### config.mk
export PLATFORM = sky130hd
export DESIGN_NAME = uart_rx_deserializer
export DESIGN_NICKNAME = d
export VERILOG_FILES = /design/src/rtl/uart_pkg.sv /design/src/rtl/uart_rx_fifo.sv /design/src/rtl/uart_rx_deserializer.sv
export SDC_FILE = /design/constraint.sdc
export NUM_CORES = 1
export LEC_CHECK = 0
export BUFFER_PORTS_ARGS = -buffer_cell sky130_fd_sc_hd__clkbuf_2
export CAP_MARGIN = 20
export CORE_ASPECT_RATIO = 0.8
export CORE_MARGIN = 3
export CORE_UTILIZATION = 30
export CTS_CLUSTER_SIZE = 12
export DETAILED_ROUTE_END_ITERATION = 6
export PLACE_DENSITY_LB_ADDON = 0.12
export SKIP_CTS_REPAIR_TIMING = 1
export SLEW_MARGIN = 10
export SYNTH_ARGS = -nofsm -noshare
export SYNTH_HDL_FRONTEND = slang
export SYNTH_SLANG_ARGS = --single-unit
### constraint.sdc
create_clock -name clk -period 3.8 [get_ports clk]
set_input_delay 0.76 -clock clk [delete_from_list [all_inputs] [get_ports clk]]
set_output_delay 0.76 -clock clk [all_outputs]
set_load 0.03 [all_outputs]
### src/rtl/uart_pkg.sv
// uart_pkg: shared types and constants for the UART receive path
package uart_pkg;
    localparam int OVERSAMPLE = 16;
    localparam int MIDSAMPLE  = 7;
    typedef logic [7:0] byte_t;
    typedef enum logic [2:0] {IDLE, START, DATA, PARITY, STOP, BREAK} rx_state_t;
endpackage

### src/rtl/uart_rx_fifo.sv
// uart_rx_fifo: circular receive byte buffer with combinational head output
//   clk, reset : clock, synchronous active-high reset
//   push/wdata : write a byte (ignored when full unless popped in the same cycle)
//   pop        : drop the head byte (ignored when empty)
//   rdata      : head byte; count/full/empty : occupancy
module uart_rx_fifo
    import uart_pkg::*;
#(
    parameter int DEPTH = 4
) (
    input  logic                     clk,
    input  logic                     reset,
    input  logic                     push,
    input  logic                     pop,
    input  logic [7:0]               wdata,
    output logic [7:0]               rdata,
    output logic [$clog2(DEPTH):0]   count,
    output logic                     full,
    output logic                     empty
);
    localparam int AW = $clog2(DEPTH);

    byte_t           mem [DEPTH];
    logic [AW-1:0]   wp, rp;
    logic            do_push, do_pop;

    assign empty   = count == '0;
    assign full    = count == (AW+1)'(DEPTH);
    assign do_pop  = pop && !empty;
    // a full buffer still accepts a byte when the head leaves in the same cycle
    assign do_push = push && (!full || do_pop);
    assign rdata   = mem[rp];

    always_ff @(posedge clk) begin
        if (reset) begin
            wp    <= '0;
            rp    <= '0;
            count <= '0;
            for (int i = 0; i < DEPTH; i++) mem[i] <= '0;
        end else begin
            if (do_push) begin
                mem[wp] <= wdata;
                wp      <= wp + 1'b1;
            end
            if (do_pop) rp <= rp + 1'b1;
            count <= count + (AW+1)'(do_push) - (AW+1)'(do_pop);
        end
    end
endmodule

### src/rtl/uart_rx_deserializer.sv
// uart_rx_deserializer: 16x-oversampled 8N1 UART receiver with byte FIFO and status flags
//   clk, reset  : clock, synchronous active-high reset
//   enable      : receiver enable; low holds the FSM idle
//   bauddiv     : one sample tick every bauddiv+1 clocks
//   rx          : asynchronous serial input, idles high
//   rd, clrerr  : pop strobe, sticky-error clear strobe
//   rxdata/rxready/rxfull/fifocount : FIFO head and occupancy
//   frameerr/overrun : sticky error flags; rxbusy : frame in progress
//   UART_RX_PARITY_EN : adds parodd input, parerr sticky output and a parity bit
module uart_rx_deserializer
    import uart_pkg::*;
#(
    parameter int DEPTH = 4
) (
    input  logic                     clk,
    input  logic                     reset,
    input  logic                     enable,
    input  logic [7:0]               bauddiv,
    input  logic                     rx,
    input  logic                     rd,
    input  logic                     clrerr,
`ifdef UART_RX_PARITY_EN
    input  logic                     parodd,
    output logic                     parerr,
`endif
    output logic [7:0]               rxdata,
    output logic                     rxready,
    output logic                     rxfull,
    output logic                     frameerr,
    output logic                     overrun,
    output logic                     rxbusy,
    output logic [$clog2(DEPTH):0]   fifocount
);
    localparam int SW = $clog2(OVERSAMPLE);
    localparam logic [SW-1:0] MID = SW'(MIDSAMPLE);

    rx_state_t       state, state_n;
    logic            rx_m, rxs;
    logic [7:0]      tcnt, div_q;
    logic [SW-1:0]   sc;
    logic [2:0]      bitcnt;
    byte_t           shreg;
    logic            tick, mid, push_q, empty, start_edge;

    // divisor is latched at each wrap so a change never shortens a running period
    assign tick       = tcnt == div_q;
    assign mid        = tick && sc == MID;
    assign start_edge = state == IDLE && !rxs;
    assign rxready    = !empty;
    assign rxbusy     = state != IDLE;

    always_comb begin
        state_n = state;
        unique case (state)
            IDLE:    state_n = rxs ? IDLE : START;
            START:   state_n = mid ? (rxs ? IDLE : DATA) : START;
`ifdef UART_RX_PARITY_EN
            DATA:    state_n = (mid && bitcnt == 3'd7) ? PARITY : DATA;
`else
            DATA:    state_n = (mid && bitcnt == 3'd7) ? STOP : DATA;
`endif
            PARITY:  state_n = mid ? STOP : PARITY;
            STOP:    state_n = mid ? (rxs ? IDLE : BREAK) : STOP;
            BREAK:   state_n = rxs ? IDLE : BREAK;
            default: state_n = IDLE;
        endcase
        if (!enable) state_n = IDLE;
    end

    always_ff @(posedge clk) begin
        if (reset) begin
            rx_m     <= 1'b1;
            rxs      <= 1'b1;
            state    <= IDLE;
            tcnt     <= '0;
            div_q    <= '0;
            sc       <= '0;
            bitcnt   <= '0;
            shreg    <= '0;
            push_q   <= 1'b0;
            frameerr <= 1'b0;
            overrun  <= 1'b0;
`ifdef UART_RX_PARITY_EN
            parerr   <= 1'b0;
`endif
        end else begin
            rx_m     <= rx;
            rxs      <= rx_m;
            state    <= state_n;
            // byte lands in the FIFO one clock after the stop-bit sample
            push_q   <= enable && state == STOP && mid && rxs;
            frameerr <= (enable && state == STOP && mid && !rxs) || (frameerr && !clrerr);
            overrun  <= (push_q && rxfull && !rd) || (overrun && !clrerr);
`ifdef UART_RX_PARITY_EN
            parerr   <= (enable && state == PARITY && mid && ((^shreg ^ rxs) != parodd))
                        || (parerr && !clrerr);
`endif
            // frame start re-phases the bit clock to the falling edge
            if (!enable || start_edge) begin
                tcnt   <= '0;
                div_q  <= bauddiv;
                sc     <= '0;
                bitcnt <= '0;
            end else begin
                tcnt <= tick ? 8'd0 : tcnt + 8'd1;
                if (tick) div_q <= bauddiv;
                if (tick && state != IDLE) sc <= sc + 1'b1;
                if (state == DATA && mid) begin
                    shreg[bitcnt] <= rxs;
                    bitcnt        <= bitcnt + 3'd1;
                end
            end
        end
    end

    uart_rx_fifo #(.DEPTH(DEPTH)) u_fifo (
        .clk   (clk),
        .reset (reset),
        .push  (push_q),
        .pop   (rd),
        .wdata (shreg),
        .rdata (rxdata),
        .count (fifocount),
        .full  (rxfull),
        .empty (empty)
    );
endmodule
==> impl_metrics.ini, run 1 <==
[pwr]
power.density_mw_per_mm2 = 563
power_frac_comb_pct = 18.8
clockPowerShare_pct = 38.3
power.internal_w = 0.00170
finalPower_w = 0.00236
switching_share_pct = 28.0
ir_drop_mv = 0.301
power.leakage_nw = 1.54
seqPwrFrac_pct = 42.9
p_sw_w = 0.000661

[synthesis]
synth_area_mm2 = 0.00359
ys_seq_area_share_pct = 53.6
ys_warn_count = 0
syn_area_per_cell_um2 = 11.5
syn_inst = 312
synth_edf_count = 32
synthFlopType = dfxtp_1
ys_seq_elements = 80
syn-num-nets = 333
async_flop_share_pct = 0
synth_cell_type_count = 42

[setup_path]
worstSetupPathType = flop to output port
worstPathCellList = mux4_2 > clkbuf_2
worstSetupEndpointType = output port
cp.arrival_ns = 1.77
start_kind = flop
worstPathRequired_ns = 3.04
cpMaxStageDelayCell = dfxtp_1
cpPeakStageDelay_ns = 0.67
crit_path_max_fanout = 8

[grt]
grt.overflow.total = 0
grt_antenna_before_repair = 0
grt_use_total_pct = 11.8
grt_pass1_wl_um = 12100
grt_max_degree = 20
grt_pass1_vias = 2243

[placement]
io_buffer_count = 29
gp_congestion = 0.739
dpl_cell_area_mm2 = 0.00388
preCtsSetupSlack_ns = 1.23
place_hpwl_um = 5440

[timing]
setup_viol = 0
maxSlewViolCount = 0
rsz0062_at_grt = no
skew_ns = 0.00448
max_slew_margin_pct = 53.8
worst_slew_pin_slew_ns = 0.691
worst_slack_ns = 1.27
hold_violations = 0
fmax_mhz = 395
setup_tns_ns = 0
period_needed_ns = 2.53
fin_crit_sh_pct = 66.6

[detailed_routing]
drt_first_pass_iters = 4
wl_per_cell_um = 14.9
first_iter_violations = 100
ant_nets = 0
vias = 2280
routed_wirelength_um = 7400
route.detailed.drc = 0
viasPerCell = 4.61

[cells_and_area]
final_nets = 363
regArea_mm2 = 0.00192
final_area_mm2 = 0.00420
antenna_cells_inserted = 0
final_core_util_pct = 36.2
syn2layout_area_growth_pct = 17.0
multiInputGateArea_mm2 = 0.00160
drive_gt1_share_pct = 19.3
fill_cells = 1117

[clock_tree]
clock_latency_ns = 0.33
cts_tree = yes
cts_buffers = 9
clockBufferDepth = 2
clk_pin_slew_ns = 0.06
cts.sinks = 80
htree_levels = 3
cts_root_buf = clkbuf_16

[floorplan]
die_w_um = 128
coreArea_mm2 = 0.0116
die_h_um = 104
start_util_pct = 30.9
dieArea_mm2 = 0.0133
rows = 35
ioPinCount = 30

[worst_hold_path]
hold_path.class = flop to flop

[status]
run_status = complete, no violations

[flow_run]
cap_violations = 0
-- metal layers --
layer,vias to the layer above,track usage [%],wire length [um]
met3,5,3.56,281
met1,1082,18.7,4070
met5,-,0,0
li1,1153,-,-
met4,0,3.41,53
met2,40,15.2,2990
-- worst max-delay path: cells and delay by family, from the launching register on --
kind / cells / cell delay [ns]
flip-flops: 1 / 0.67
buffers and inverters: 1 / 0.20
multiplexers: 1 / 0.58
-- synthesized netlist by cell type (2+ instances only) --
library cell	n	area, um2
dfxtp_1	48	961
inv_1	5	18.8
and3b_1	2	17.5
and3_1	5	31.3
or2_1	2	12.5
nor3b_2	2	25.0
nand2b_1	7	43.8
ha_1	6	75.1
nand3_1	9	45.0
o32ai_1	2	17.5
xnor2_1	16	140
clkbuf_1	8	30.0
nand4b_1	2	17.5
nor2b_1	4	25.0
nor2_1	37	139
nand2_1	13	48.8
and2_1	33	206
or3_1	5	31.3
edfxtp_1	32	961
nor4_1	4	25.0
o21ai_0	3	15.0
nor4_2	2	25.0
or2_2	4	25.0
nor3_1	5	25.0
nand4_1	4	25.0
mux4_2	8	180
buf_2	3	15.0
mux2i_1	18	180
a21oi_1	4	20.0
xor2_1	7	61.3
-- cell families (layout without fill, tap and decap cells) --
group                      after synthesis  in the layout  share of synthesized area [%]
AOI/OAI and AO/OA                       12             12                           2.55
xor gates and xnor gates                23             23                           5.62
adders and majority gates                7              7                           2.65
buffers and inverters                   17             52                           1.88
DFF                                     80             80                           53.6
muxes                                   26             26                           10.0
and+or+nand+nor                        147            147                           23.7
-- flip-flops by register name (all words and copies together), names as in the netlist, 2 cells and up, named ones only --
signal        count
bitcnt            3
u_fifo.wp         2
u_fifo.rp         2
shreg             8
tcnt              8
u_fifo.count      3
state             3
div_q             8
u_fifo.mem       32
sc                4
-- final timing paths --
path | cells after the start | startpoint | slack [ns] | endpoint
setup reg to reg | 5 | tcnt[2]$_SDFF_PP0_ | 1.50 | shreg[6]$_SDFFE_PP0P_
setup / recovery | 2 | flop | 1.27 | rxdata[1]
hold reg to reg | 1 | rx_m$_SDFF_PP1_ | 0.42 | rxs$_SDFF_PP1_
hold / removal | 1 | rx_m$_SDFF_PP1_ | 0.42 | rxs$_SDFF_PP1_
-- power groups by stage --
| stage | combinational [W] | sequential (W) | clock, W |
|---|---|---|---|
| finish | 0.000445 | 0.00101 | 0.000905 |
| global placement | 0.000452 | 0.00104 | 0 |
| global route | 0.000491 | 0.00103 | 0.000965 |
| detailed placement | 0.000451 | 0.00103 | 0 |
| floorplan | 0.000354 | 0.00102 | 0 |
| CTS | 0.000454 | 0.00102 | 0.000934 |
-- cell usage in the layout, fill, tap and decap left out, types with 5 or more instances in the layout --
cell	synthesis	layout
mux4_2	8	8
edfxtp_1	32	32
dfxtp_1	48	48
and2_1	33	33
clkbuf_2	0	29
or3_1	5	5
nor2_1	37	37
mux2i_1	18	18
clkbuf_16	0	9
inv_1	5	5
and3_1	5	5
nand2_1	13	13
ha_1	6	6
xor2_1	7	7
nor3_1	5	5
nand2b_1	7	7
xnor2_1	16	16
nand3_1	9	9
-- cell type report --
class | instances | share of cell area [%]
inverter | 5 | 0.447
tap | 148 | 4.41
clock inverter | 6 | 2.00
timing repair buffer | 31 | 3.82
clock buffer | 10 | 5.46
multi-input combinational | 215 | 38.1
sequential | 80 | 45.8
-- metrics by stage --
step	hold WS [ns]	std cells
2_1_floorplan	0.389	312
3_3_place_gp	0.395	479
3_5_place_dp	0.402	479
4_1_cts	0.417	495
5_1_grt	0.443	495
6_report	0.415	495
Note: power is estimated with default switching activity, not from simulation.
==> inputs of run 2 (changes only) <==
ABC_AREA = 1   (was unset)
clock period = 2.6 ns   (was 3.8 ns; I/O delays follow)
==> run 2 against run 1 <==
  * Register-to-register slack worse by 0.92 ns
  * Core utilization increased by 0.093 points
  * Synthesized area rose by 1.6%
  * Non-clock buffer count up 2
  * Cell count rose by 29%
  * Critical path type unchanged
  * Largest cell class unchanged
  * Highest routed layer unchanged
==> impl_metrics.ini, run 2 <==
[detailed_routing]
routed_wirelength_um = 8350
viasPerCell = 4.48
vias = 2869
wl_per_cell_um = 13.1
ant_nets = 0
drt_first_pass_iters = 4
first_iter_violations = 144
route.detailed.drc = 0

[synthesis]
ys_warn_count = 0
async_flop_share_pct = 0
synth_area_mm2 = 0.00364
synth_top_cell_by_area = dfxtp_1
netlist.area_leader.share_pct = 26.4
synth_area_leaders = dfxtp_1 (26%), edfxtp_1 (26%), nor2_1 (8.7%)
synth_edf_count = 32
ys_top_cells_by_count = nor2_1 (84), nand2_1 (80), inv_1 (57)
ys_seq_area_share_pct = 52.7
synth_cell_type_count = 33
ys_seq_elements = 80
syn-num-nets = 472
syn_area_per_cell_um2 = 8.08
synthFlopType = dfxtp_1
synth.most_common_cell = nor2_1
syn_inst = 451

[timing]
fmax_mhz = 489
setup_tns_ns = 0
hold_violations = 0
skew_ns = 0.00699
max_slew_margin_pct = 69.0
period_needed_ns = 2.05
rsz0062_at_grt = no
worst_slew_pin_slew_ns = 0.462
setup_viol = 0
maxSlewViolCount = 0
fin_crit_sh_pct = 78.7

[setup_path]
worstPathCellList = inv_1 > o21ai_0 > o22ai_1 > clkbuf_2
worstSetupEndpointType = output port
cpMaxStageDelayCell = inv_1
worstPathRequired_ns = 2.08
worstSetupPathType = flop to output port
cp.arrival_ns = 1.53
r2r_slack_ns = 0.58
crit_path_max_fanout = 16
r2r-end = u_fifo.count[2]$_SDFF_PP0_
r2r_cells = 10
reg2reg_from = u_fifo.count[1]$_SDFF_PP0_
start_kind = flop
cpPeakStageDelay_ns = 0.33

[pwr]
clockPowerShare_pct = 34.8
p_sw_w = 0.00106
power_frac_comb_pct = 22.2
ir_drop_mv = 0.389
seqPwrFrac_pct = 43.0
power.density_mw_per_mm2 = 781
switching_share_pct = 32.1
power.internal_w = 0.00225
power.leakage_nw = 1.67

[cells_and_area]
antenna_cells_inserted = 0
final_area_mm2 = 0.00424
regMostFlops = u_fifo.mem
syn2layout_area_growth_pct = 16.3
fin_cells = 640
layout_commonest_cell = nor2_1
largest_reg_flops = 32
final_cell_mix = nor2_1 (84), nand2_1 (80), inv_1 (57)
final_nets = 508
final_core_util_pct = 36.3
drive_gt1_share_pct = 14.4

[grt]
grt_pass1_wl_um = 13800
grt_antenna_before_repair = 0
grt_use_total_pct = 13.4
grt.overflow.total = 0
grt_max_degree = 18
grt_pass1_vias = 2681

[floorplan]
start_util_pct = 31.2
coreArea_mm2 = 0.0117
rows = 35
die_w_um = 129
die_h_um = 105
dieArea_mm2 = 0.0135
ioPinCount = 30

[worst_hold_path]
worstHoldEndpoint = rx_m$_SDFF_PP1_
hold_depth = 2
worstHoldStart = rx
hold_path.class = input pin to flop

[clock_tree]
cts_root_buf = clkbuf_16
clk_pin_slew_ns = 0.06
cts_buffers = 9
clockBufferDepth = 2
htree_levels = 3
clock_latency_ns = 0.34
cts.sinks = 80
cts_tree = yes

[status]
run_status = complete, no violations

[flow_run]
cap_violations = 0

[placement]
place_inst = 624
place_hpwl_um = 6270
gp_congestion = 0.769
dpl_cell_area_mm2 = 0.00397
io_buffer_count = 29
-- run 2: changes by cell type in the layout (fill, tap and decap cells not counted), moves of 15 or more --
cell,previous run,this run
o21ai_0,3,29
mux2i_1,18,0
inv_1,5,57
and2_1,33,0
nand2_1,13,80
a21oi_1,4,32
xnor2_1,16,1
nor2_1,37,84
-- run 2: how the worst max path moves through the flow --
stage                               start                    endpoint  depth (start not counted)
6_report                             flop                   rxdata[2]                          4
5_1_grt                              flop                   rxdata[7]                          4
4_1_cts                              flop                   rxdata[7]                          4
3_5_place_dp                           rd  u_fifo.count[2]$_SDFF_PP0_                          9
3_3_place_gp                           rd  u_fifo.count[2]$_SDFF_PP0_                          9
2_1_floorplan  u_fifo.count[1]$_SDFF_PP0_  u_fifo.mem[3][0]$_DFFE_PP_                          8
-- run 2: layout make-up --
| type | instances | area [um2] |
|---|---|---|
| clock inverter | 5 | 35.0 |
| tap | 148 | 185 |
| timing repair buffer | 33 | 175 |
| sequential | 80 | 1920 |
| clock buffer | 11 | 236 |
| multi-input combinational | 299 | 1450 |
| fill | 1224 | 7450 |
| inverter | 64 | 240 |
-- run 2: worst max-delay path, delay by kind of cell, from the launching register on --
kind	cells	cell delay (ns)
buf+inv	2	0.56
compound gates	2	0.32
flops	1	0.31
-- run 2: cells by family after synthesis --
logic type,share of synthesized area [%]
AND/OR/NAND/NOR,26.2
flip-flops,52.7
buffers and inverters,7.62
XOR/XNOR,0.481
AO/OA/AOI/OAI,10.4
adder cells (fa/ha/maj),2.61
-- run 2: per-layer routing --
layer | global-route usage (%) | vias up | share of wire (%)
met3 | 5.11 | 5 | 4.6
met1 | 19.2 | 1289 | 51
li1 | - | 1529 | -
met2 | 19.0 | 46 | 43
met5 | 0 | - | 0
met4 | 3.37 | 0 | 0.63
-- run 2: per-stage QoR --
step                hold slack (ns)  total power (W)  worst slack [ns]
detailed placement            0.407          0.00220             0.522
global placement              0.399          0.00220             0.590
floorplan                     0.389          0.00198             0.162
CTS                           0.350          0.00337             0.518
finish                        0.366          0.00331             0.554
global route                  0.363          0.00351             0.421
-- run 2: power by group through the flow --
stage	Combinational (W)	Clock (W)	Sequential (W)
2_1_floorplan	0.000493	0	0.00148
3_3_place_gp	0.000748	0	0.00145
3_5_place_dp	0.000748	0	0.00145
4_1_cts	0.000750	0.00120	0.00142
5_1_grt	0.000821	0.00126	0.00143
6_report	0.000736	0.00115	0.00142
==> inputs of run 3 (changes only) <==
ABC_AREA = 0   (was 1)
clock period = 1.6 ns   (was 2.6 ns; I/O delays follow)
==> run 3 against run 2 <==
  * The run now ends with setup timing left
  * Combinational power grew to 2.6 times the previous value
  * Clock skew is 0.0022 ns lower
  * Non-clock buffer count is 67 higher
  * Sequential share of layout area is 8.0 points lower
  * Core utilization is 8.9 points higher
  * Highest routed layer unchanged
==> impl_metrics.ini, run 3 (synthesis gave the netlist of run 1 again) <==
[cells_and_area]
regMostFlops = u_fifo.mem
multiInputGateArea_mm2 = 0.00194
fin_cells = 564
final_nets = 432
final_cell_mix = buf_4 (52), and2_1 (32), nor2_1 (32), edfxtp_1 (32), dfxtp_1 (26)
layout_commonest_cell = buf_4
drive_gt1_share_pct = 48.1
fill_cells = 1052
regArea_mm2 = 0.00196
syn2layout_area_growth_pct = 46.1
final_area_mm2 = 0.00524
largest_reg_flops = 32
final_core_util_pct = 45.2
antenna_cells_inserted = 0

[grt]
grt_use_total_pct = 12.4
grt_pass1_wl_um = 13000
grt_pass1_vias = 2541
grt_antenna_before_repair = 0
grt_max_degree = 20
grt.overflow.total = 0

[placement]
dpl_cell_area_mm2 = 0.00447
io_buffer_count = 29
place_inst = 537
gp_congestion = 0.813
place_hpwl_um = 5760
preCtsSetupSlack_ns = -0.543

[floorplan]
ioPinCount = 30
rows = 35
start_util_pct = 30.9
coreArea_mm2 = 0.0116
die_w_um = 128
die_h_um = 104
dieArea_mm2 = 0.0133

[detailed_routing]
vias = 2547
routed_wirelength_um = 8000
ant_nets = 0
route.detailed.drc = 0
wl_per_cell_um = 14.2
viasPerCell = 4.52
drt_first_pass_iters = 4
first_iter_violations = 122

[pwr]
ir_drop_mv = 0.550
power.density_mw_per_mm2 = 1190
power.leakage_nw = 2.06

[worst_hold_path]
hold_path.class = input pin to flop

[timing]
worst_slack_ns = -0.513
max_slew_margin_pct = 71.8
rsz0062_at_grt = yes
hold_violations = 0
fmax_mhz = 473
skew_ns = 0.00477
worst_slew_pin_slew_ns = 0.424
setup_tns_ns = -23.77
fin_crit_sh_pct = 132
maxSlewViolCount = 0
setup_viol = 108
period_needed_ns = 2.11

[clock_tree]
clk_pin_slew_ns = 0.06
cts_buffers = 9
cts_tree = yes
htree_levels = 3
cts.sinks = 80
clock_latency_ns = 0.33
clockBufferDepth = 2
cts_root_buf = clkbuf_16

[status]
violations = setup timing
run_status = complete, but fails checks

[flow_run]
cap_violations = 0

[setup_path]
cp.arrival_ns = 2.33
crit_path_max_fanout = 2
start_kind = flop
worstSetupPathType = flop to flop
worstSetupEndpointType = flop
worstPathRequired_ns = 1.82
## run 3: cell count changes in the layout (fill, tap and decap cells not counted), sizes merged, moves of 8 or more
cell / delta
clkbuf: -11
inv: -58
nand2: -72
nor2: -54
buf: +77
a21oi: -28
mux4: +8
xnor2: +15
mux2i: +18
o21ai: -29
and2: +33
o22ai: -8
nand3: -10
## run 3: per-stage QoR
stage	hold WS [ns]	power, W
global route	0.197	0.00656
CTS	0.188	0.00595
floorplan	0.389	0.00340
detailed placement	0.404	0.00394
finish	0.206	0.00623
global placement	0.403	0.00393
## run 3: area by class of cell
cell class | count | share of cell area, %
sequential | 80 | 37.4
multi-input combinational | 215 | 37.0
timing repair buffer | 100 | 16.2
clock buffer | 10 | 4.37
tap | 148 | 3.53
clock inverter | 6 | 1.15
inverter | 5 | 0.358
## run 3: layer usage
layer / vias up / share of wire [%] / GRT usage [%]
met3: 5 / 3.6 / 3.71
li1: 1296 / - / -
met1: 1212 / 51 / 18.2
met2: 34 / 45 / 17.6
met5: - / 0 / 0
met4: 0 / 0.80 / 3.18
## run 3: worst paths after layout
check	start	end	slack, ns	depth (start not counted)
max reg2reg	u_fifo.count[0]$_SDFF_PP0_	u_fifo.count[2]$_SDFF_PP0_	-0.51	9
min reg2reg	rx_m$_SDFF_PP1_	rxs$_SDFF_PP1_	0.43	1
max	u_fifo.count[0]$_SDFF_PP0_	u_fifo.count[2]$_SDFF_PP0_	-0.51	9
min	rx	rx_m$_SDFF_PP1_	0.21	2
## run 3: power by group
| group | total, W | internal (W) | switching (W) |
|---|---|---|---|
| sequential | 0.00234 | 0.00227 | 0.0000712 |
| combinational | 0.00189 | 0.000972 | 0.000921 |
| clock | 0.00199 | 0.00120 | 0.000793 |
## run 3: worst max-delay path, cell delays in order, from the launching register on
cell	delay [ns]
dfxtp_4	0.34
or3_4	0.38
and2_4	0.16
ha_4	0.25
inv_2	0.03
ha_4	0.14
fa_2	0.34
xnor2_2	0.15
xnor2_1	0.16
nor2_1	0.05
